--- config.mk ---
export PLATFORM = sky130hd
export DESIGN_NAME = avm_single_read_flat
export DESIGN_NICKNAME = d
export VERILOG_FILES = /design/src/rtl/sysid_boot_checker_pkg.sv /design/src/rtl/sysid_boot_checker_if.sv /design/src/rtl/sysid_boot_checker_avm_single_read.sv /design/src/flat_wrapper.sv
export SDC_FILE = /design/constraint.sdc
export NUM_CORES = 1
export LEC_CHECK = 0
export BUFFER_PORTS_ARGS = -buffer_cell sky130_fd_sc_hd__buf_2
export CAP_MARGIN = 5
export CELL_PAD_IN_SITES_DETAIL_PLACEMENT = 2
export CELL_PAD_IN_SITES_GLOBAL_PLACEMENT = 2
export CORE_UTILIZATION = 21
export DETAILED_ROUTE_END_ITERATION = 8
export GPL_TIMING_DRIVEN = 0
export PLACE_DENSITY_LB_ADDON = 0.1
export SETUP_SLACK_MARGIN = 0.02
export SYNTH_ARGS = -nofsm -noshare
export SYNTH_HDL_FRONTEND = slang
export SYNTH_SLANG_ARGS = --single-unit
--- constraint.sdc ---
create_clock -name i_clock -period 2.3 [get_ports i_clock]
set_input_delay 0.345 -clock i_clock [delete_from_list [all_inputs] [get_ports i_clock]]
set_output_delay 0.345 -clock i_clock [all_outputs]
set_load 0.01 [all_outputs]
--- src/rtl/sysid_boot_checker_pkg.sv ---
// Shared types and constants for the system-ID boot checker.
package sysid_pkg;

  localparam int DATA_W  = 32;
  localparam int TMO_W   = 8;
  localparam int RETRY_W = 2;

  localparam logic SYSID_ADDR_ID = 1'b0;
  localparam logic SYSID_ADDR_TS = 1'b1;

  // Top-level sequencing states.
  typedef enum logic [2:0] {
    ST_IDLE,
    ST_ID_REQ,
    ST_ID_WAIT,
    ST_TS_REQ,
    ST_TS_WAIT,
    ST_CHECK,
    ST_PASS,
    ST_FAIL
  } sysid_state_t;

  // Single-read engine states.
  typedef enum logic [1:0] {
    RD_IDLE,
    RD_REQ,
    RD_WAIT
  } rd_state_t;

endpackage

--- src/rtl/sysid_boot_checker_if.sv ---
// Avalon-MM read-only link between the checker (master) and the system-ID slave.
interface sysid_boot_checker_if;
  import sysid_pkg::*;

  logic              address;
  logic              read;
  logic              waitrequest;
  logic [DATA_W-1:0] readdata;
  logic              readdatavalid;

  modport master (
    output address, read,
    input  waitrequest, readdata, readdatavalid
  );

  modport slave (
    input  address, read,
    output waitrequest, readdata, readdatavalid
  );

endinterface

--- src/rtl/sysid_boot_checker_avm_single_read.sv ---
// One Avalon-MM word read: request with waitrequest hold, response timeout
// and bounded retry. Returns the word, a retry request or a final timeout.
module avm_single_read
  import sysid_pkg::*;
#(
  parameter int unsigned TIMEOUT_CYCLES = 255,
  parameter int unsigned MAX_RETRY      = 3
) (
  input  logic                 i_clock,
  input  logic                 i_reset_n,
  input  logic                 i_go,
  input  logic                 i_address,
  sysid_boot_checker_if.master avm,
  output logic                 o_accepted,
  output logic                 o_data_valid,
  output logic [DATA_W-1:0]    o_data,
  output logic                 o_retry,
  output logic                 o_timed_out
);

  rd_state_t          r_state;
  logic               r_read;
  logic               r_address;
  logic [TMO_W-1:0]   r_tmo_cnt;
  logic [RETRY_W-1:0] r_retry;

  logic w_waiting;
  logic w_limit;
  logic w_can_retry;

  assign avm.read    = r_read;
  assign avm.address = r_address;

  assign w_waiting    = (r_state == RD_WAIT);
  assign o_accepted   = r_read & ~avm.waitrequest;
  assign o_data_valid = w_waiting & avm.readdatavalid;
  assign o_data       = avm.readdata;

  // Data arriving on the limit cycle wins over the timeout.
  assign w_limit     = w_waiting & ~avm.readdatavalid &
                       (r_tmo_cnt == TMO_W'(TIMEOUT_CYCLES));
  assign w_can_retry = (r_retry < RETRY_W'(MAX_RETRY));
  assign o_retry     = w_limit & w_can_retry;
  assign o_timed_out = w_limit & ~w_can_retry;

  // Request/wait sequencing; the retry count survives only across timeouts of one word.
  always_ff @(posedge i_clock) begin
    if (!i_reset_n) begin
      r_state   <= RD_IDLE;
      r_read    <= 1'b0;
      r_address <= 1'b0;
      r_tmo_cnt <= '0;
      r_retry   <= '0;
    end else begin
      case (r_state)
        RD_IDLE: begin
          if (i_go) begin
            r_read    <= 1'b1;
            r_address <= i_address;
            r_state   <= RD_REQ;
          end
        end
        RD_REQ: begin
          if (o_accepted) begin
            r_read    <= 1'b0;
            r_tmo_cnt <= '0;
            r_state   <= RD_WAIT;
          end
        end
        RD_WAIT: begin
          if (o_data_valid) begin
            r_retry <= '0;
            r_state <= RD_IDLE;
          end else if (o_retry) begin
            r_retry <= r_retry + RETRY_W'(1);
            r_state <= RD_IDLE;
          end else if (o_timed_out) begin
            r_retry <= '0;
            r_state <= RD_IDLE;
          end else begin
            r_tmo_cnt <= r_tmo_cnt + TMO_W'(1);
          end
        end
        default: r_state <= RD_IDLE;
      endcase
    end
  end

endmodule

--- src/flat_wrapper.sv ---
// flat-port wrapper written by rule: the top's interface ports become plain ports
module avm_single_read_flat import sysid_pkg::*;
#(
  parameter int unsigned TIMEOUT_CYCLES = 255,
  parameter int unsigned MAX_RETRY      = 3
)
  (i_clock, i_reset_n, i_go, i_address, o_accepted, o_data_valid, o_data, o_retry, o_timed_out, avm_address, avm_read, avm_waitrequest, avm_readdata, avm_readdatavalid);
  sysid_boot_checker_if avm_i ();
  input  logic i_clock;
  input  logic i_reset_n;
  input  logic i_go;
  input  logic i_address;
  output logic o_accepted;
  output logic o_data_valid;
  output logic [DATA_W-1:0] o_data;
  output logic o_retry;
  output logic o_timed_out;
  output wire logic [$bits(avm_i.address)-1:0] avm_address;
  output wire logic [$bits(avm_i.read)-1:0] avm_read;
  input wire logic [$bits(avm_i.waitrequest)-1:0] avm_waitrequest;
  input wire logic [$bits(avm_i.readdata)-1:0] avm_readdata;
  input wire logic [$bits(avm_i.readdatavalid)-1:0] avm_readdatavalid;
  assign avm_address = avm_i.address;
  assign avm_read = avm_i.read;
  assign avm_i.waitrequest = avm_waitrequest;
  assign avm_i.readdata = avm_readdata;
  assign avm_i.readdatavalid = avm_readdatavalid;
  avm_single_read #(.TIMEOUT_CYCLES(TIMEOUT_CYCLES), .MAX_RETRY(MAX_RETRY)) u_core (.i_clock(i_clock), .i_reset_n(i_reset_n), .i_go(i_go), .i_address(i_address), .avm(avm_i), .o_accepted(o_accepted), .o_data_valid(o_data_valid), .o_data(o_data), .o_retry(o_retry), .o_timed_out(o_timed_out));
endmodule
==> results.toml, run 1 <==
[routing]
wirelength_mm = 3.23
drt_iter0_markers = 5
antenna_left = 0
wire_per_inst_um = 13.4
avgViaCountPerCell = 4.44
drcViolationCount = 0
dr.pass1.iters = 4
dr_total_vias = 1069

[global_routing]
antenna_found_initial = 0
grt.overflow.total = 0
grt_pass1_wl_mm = 5.08
grt_max_degree = 11
grt_pass1_vias = 1110
grtUsageTotal_pct = 12.0

[clocking]
ctsResizeCount = 0
hold_buffers = 0
clock_path_buffers = 2
cts.sinks = 14
clk_latency_ns = 0.24
cts_buffers = 3
cts-htree-levels = 1
root_buffer = "clkbuf_8"
cts_setup_buffers = 0
cts_tree = "done"
cts.clk_slew.worst_paths_ns = 0.06

[timing]
drv_slew = 0
max_slew_margin_pct = 62.9
setup_tns_ns = 0
hold_viol = 0
post-route-period-util_pct = 86.0
layout_min_cycle_time_ns = 1.98
setup_violations = 0
fmax_mhz = 505
clock_skew_ns = 0.00100
worstMarginPinSlew_ns = 0.553
rsz0062_at_grt = "false"

[yosys]
yosys_register_bits = 14
yosysWarningCount = 0
async_flop_share_pct = 0
synthCells = 128
ys_types = 39
synth_top_area_cell = "dfxtp_1"
synth.area.top_cells = "dfxtp_1, buf_4, ha_1"
synth_area_per_cell_um2 = 8.44
synth_flop_cell = "dfxtp_1"
syn_area_um2 = 1080
synth.top_cell.area_share_pct = 26.0
syn_nets = 172
synth_edf_count = 0
ys_seq_area_share_pct = 26.0

[worst_setup_path]
r2r_cells = 7
crit_path_max_incr_delay_ns = 0.35
crit_arrival_ns = 1.63
r2r_setup_slack_ns = 0.47
worstSetupStartpointType = "flip-flop"
reg2reg_from = "u_core.r_state[0]"
crit_required_ns = 1.96
timing.rr.end = "u_core.r_tmo_cnt[4]"
critPathBufInv = 2
path_max_fanout = 4
critPathKind = "flip-flop to output port"
critical_path.top_delay_family = "simple AND/OR/NAND/NOR gates"
critPathCaptureType = "output port"
crit_chain = "inv_1 > ha_1 > nand2b_1 > nor4_2 > buf_2"
cpMaxStageDelayCell = "dfxtp_1"

[final_layout]
final_cells = 241
antenna_cells = 0
syn_to_final_growth_pct = 31.5
drive_above_1_share_pct = 49.4
finalNetCount = 220

[placed_design]
dp_cells = 238
place.gp.congestion = 0.693
numPortBuffers = 43
dpl.hpwl_mm = 2.70

[floorplanning]
die_w_um = 73.7
coreArea_um2 = 4850
die_h_um = 73.7
ios = 76
fp-row-count = 25
start_util_pct = 22.3
die_area_um2 = 5430

[pwr]
cellPowerDensity_nw_per_um2 = 495
leakage_nw = 0.682
peakVddDrop_mv = 0.216

[hold_path]
worstHoldPathType = "primary input to flip-flop"
min_from = "i_address"
holdPathEnd = "u_core.avm.address"
min_path_cells = 3

[status]
outcome = "finished, final reports clean"

[run]
drv_cap = 0
[through the flow]
step | power, mW | hold slack [ns] | utilization (%) | setup slack, ns | cell area, µm²
after detailed placement | 0.507 | 0.475 | 28.4 | 0.469 | 1380
after global routing | 0.744 | 0.415 | 29.3 | 0.223 | 1420
after floorplan | 0.428 | 0.448 | - | 0.675 | 1080
final | 0.703 | 0.372 | 29.3 | 0.322 | 1420
after CTS | 0.716 | 0.380 | 29.3 | 0.302 | 1420
after global placement | 0.497 | 0.449 | 28.4 | 0.537 | 1380
[where the power goes]
part,internal [mW],switching (mW)
sequential,0.254,0.0109
clock,0.116,0.0892
combinational,0.110,0.123
total,0.480,0.223
[cell usage in the layout, fill, tap and decap left out, types with 2 or more instances in the layout]
| master | n |
|---|---|
| and3_1 | 3 |
| a21boi_0 | 2 |
| dfxtp_1 | 14 |
| nand2_1 | 12 |
| clkbuf_8 | 3 |
| inv_1 | 3 |
| o211ai_1 | 3 |
| nand3_1 | 3 |
| ha_1 | 6 |
| nor4_1 | 2 |
| o21ai_0 | 4 |
| nand2b_1 | 5 |
| o22ai_1 | 2 |
| buf_2 | 43 |
| o21ai_1 | 3 |
| buf_4 | 33 |
| nand4_1 | 2 |
| a21oi_1 | 5 |
| or3_1 | 4 |
[state kept, by name (all words and copies together) (netlist names)]
register,count
u_core.avm.address,1
u_core.avm.read,1
u_core.r_retry,2
u_core.r_state,2
u_core.r_tmo_cnt,8
[cell families (layout without fill, tap and decap cells)]
kind of cell             count (synthesis)  count (layout)  synth area share (%)
flip-flops                              14              14                  26.0
AO/OA/AOI/OAI                           29              29                  19.7
AND/OR/NAND/NOR                         39              39                  20.7
multiplexers                             1               1                 0.927
adder cells (fa/ha/maj)                  6               6                  6.95
buffers and inverters                   39              85                  25.7
[tightest hold or removal path: cells and delay by family]
family                 cells  cell delay, ns
AND/OR/NAND/NOR            1            0.05
buffers and inverters      1            0.10
AO/OA/AOI/OAI              1            0.07
[cell type report]
type                    instances  area, µm²
fillers                       583       3430
multi-input cells              75        522
flip-flops and latches         14        280
plain buffers                  35        263
repair buffers                 43        215
well taps                      67       83.8
clock buffers                   3       41.3
inverters                       4       15.0
[how the worst max path moves through the flow]
stage	from	to	slack (ns)	depth (start not counted)
final	u_core.r_state[0]	o_retry	0.32	5
after global routing	u_core.r_state[0]	o_retry	0.22	5
after CTS	u_core.r_state[0]	o_retry	0.30	5
after detailed placement	u_core.r_state[0]	u_core.r_tmo_cnt[4]	0.47	7
after global placement	u_core.r_state[0]	u_core.r_tmo_cnt[4]	0.54	7
after floorplan	u_core.r_state[0]	u_core.r_tmo_cnt[6]	0.67	6
[Yosys cell counts, types with 2 or more instances]
cell type	instances
or3_1	4
inv_1	3
a21oi_1	5
o21ai_1	3
nor4_1	2
nand3_1	3
buf_4	33
o211ai_1	3
a21boi_0	2
o21ai_0	4
o22ai_1	2
nand2_1	12
ha_1	6
and3_1	3
nand2b_1	5
nand4_1	2
dfxtp_1	14
[routing by layer]
metal | track usage (%) | vias up | part of all wire [%]
met2 | 23.6 | 54 | 53
met3 | 2.33 | 2 | 9.0
met1 | 13.1 | 501 | 38
met5 | 0 | - | 0
met4 | 2.56 | 0 | 0.43
li1 | - | 512 | -
(Power assumes the default switching activity.)
==> inputs of run 2 (changes only) <==
==> constraint.sdc (replaced) <==
create_clock -name i_clock -period 2 [get_ports i_clock]
set_input_delay 0.3 -clock i_clock [delete_from_list [all_inputs] [get_ports i_clock]]
set_output_delay 0.3 -clock i_clock [all_outputs]
set_load 0.01 [all_outputs]
==> results.toml, run 2 (synthesis gave the netlist of run 1 again) <==
[hold_path]
min_from = "i_address"
min_path_cells = 3
holdPathEnd = "u_core.avm.address"
worstHoldPathType = "primary input to flip-flop"

[worst_setup_path]
r2r_cells = 5
critPathBufInv = 2
worstSetupStartpointType = "flip-flop"
r2r_setup_slack_ns = 0.20
crit_path_max_incr_delay_ns = 0.35
path_max_fanout = 4
timing.rr.end = "u_core.r_tmo_cnt[7]"
critical_path.top_delay_family = "simple AND/OR/NAND/NOR gates"
critPathCaptureType = "output port"
cpMaxStageDelayCell = "dfxtp_1"
reg2reg_from = "u_core.r_state[0]"
critPathKind = "flip-flop to output port"
crit_arrival_ns = 1.59
crit_chain = "inv_1 > ha_2 > nand2b_1 > nor4_1 > buf_2"
crit_required_ns = 1.70

[timing]
max_slew_margin_pct = 62.9
setup_violations = 0
drv_slew = 0
setup_tns_ns = 0
setup_ws_ns = 0.113
layout_min_cycle_time_ns = 1.89
clock_skew_ns = 0.00112
post-route-period-util_pct = 94.4
rsz0062_at_grt = "false"
hold_viol = 0
fmax_mhz = 530
whs_ns = 0.327
worstMarginPinSlew_ns = 0.553

[placed_design]
dpl.hpwl_mm = 2.70
post_dp_cell_area_um2 = 1380
place.gp.congestion = 0.693
post-place-ws_ns = 0.169
dp_cells = 238
numPortBuffers = 43

[floorplanning]
fp-row-count = 25
die_w_um = 73.7
start_util_pct = 22.3
ios = 76
die_h_um = 73.7
coreArea_um2 = 4850
die_area_um2 = 5430

[routing]
drt_iter0_markers = 3
wire_per_inst_um = 13.5
avgViaCountPerCell = 4.41
wirelength_mm = 3.24
drcViolationCount = 0
dr.pass1.iters = 3
dr_total_vias = 1064
antenna_left = 0

[pwr]
peakVddDrop_mv = 0.250
cellPowerDensity_nw_per_um2 = 566
leakage_nw = 0.680
finalPower_mw = 0.810

[final_layout]
post-route-cell-area_um2 = 1430
reg_top3 = "u_core.r_tmo_cnt: 8 flops, u_core.r_retry: 2 flops, u_core.r_state: 2 flops"
layout_common_cells = "buf_2, buf_4, dfxtp_1, nand2_1"
final_cells = 241
drive_above_1_share_pct = 50.0
finalNetCount = 220
largest_reg_flops = 8
antenna_cells = 0
top_register = "u_core.r_tmo_cnt"
mostFrequentLayoutCell = "buf_2"
final_util_pct = 29.5
syn_to_final_growth_pct = 32.6

[status]
outcome = "finished, final reports clean"

[clocking]
cts-htree-levels = 1
cts_setup_buffers = 0
root_buffer = "clkbuf_8"
clk_latency_ns = 0.24
cts_tree = "done"
cts.clk_slew.worst_paths_ns = 0.06
cts_buffers = 3
clock_path_buffers = 2
cts.sinks = 14

[global_routing]
antenna_found_initial = 0
grt_max_degree = 11
grt_pass1_vias = 1110
grt.overflow.total = 0
grtUsageTotal_pct = 12.0
grt_pass1_wl_mm = 5.08

[run]
drv_cap = 0
[run 2: cell counts in the layout (fill, tap and decap cells not counted)]
No cell type changed its count.
[run 2: timing repair]
| item | 4_1_cts | 5_1_grt |
|---|---|---|
| hold buffers | 0 | 0 |
| setup endpoints to repair | 0 | 1 |
| resized for setup | 0 | 2 |
[run 2: worst max path at each step]
stage                       from                  end  slack (ns)  cells after the start
3_3_place_gp   u_core.r_state[0]  u_core.r_tmo_cnt[4]        0.24                      7
4_1_cts        u_core.r_state[0]              o_retry        0.05                      5
6_report       u_core.r_state[0]          o_timed_out        0.11                      5
3_5_place_dp   u_core.r_state[0]  u_core.r_tmo_cnt[4]        0.17                      7
2_1_floorplan  u_core.r_state[0]  u_core.r_tmo_cnt[6]        0.37                      6
5_1_grt        u_core.r_state[0]              o_retry        0.05                      5
[run 2: worst min-delay path, cell delays in order]
cell      delay [ns]
buf_2           0.10
nand3_1         0.05
a21boi_0        0.07
[run 2: final cells by class]
type / count / area (µm²)
plain buffers: 35 / 263
fillers: 583 / 3420
well taps: 67 / 83.8
clock buffers: 3 / 41.3
multi-input cells: 75 / 533
flip-flops and latches: 14 / 280
inverters: 4 / 15.0
repair buffers: 43 / 215
[run 2: power breakdown]
group / internal, mW / switching, mW
combinational: 0.127 / 0.142
sequential: 0.292 / 0.0127
clock: 0.133 / 0.103
total: 0.553 / 0.257
[run 2: per-layer routing]
metal / track usage (%) / vias to the layer above / wire, µm
met5: 0 / - / 0
met2: 23.6 / 52 / 1710
met1: 13.1 / 498 / 1230
li1: - / 512 / -
met4: 2.56 / 0 / 14
met3: 2.33 / 2 / 288
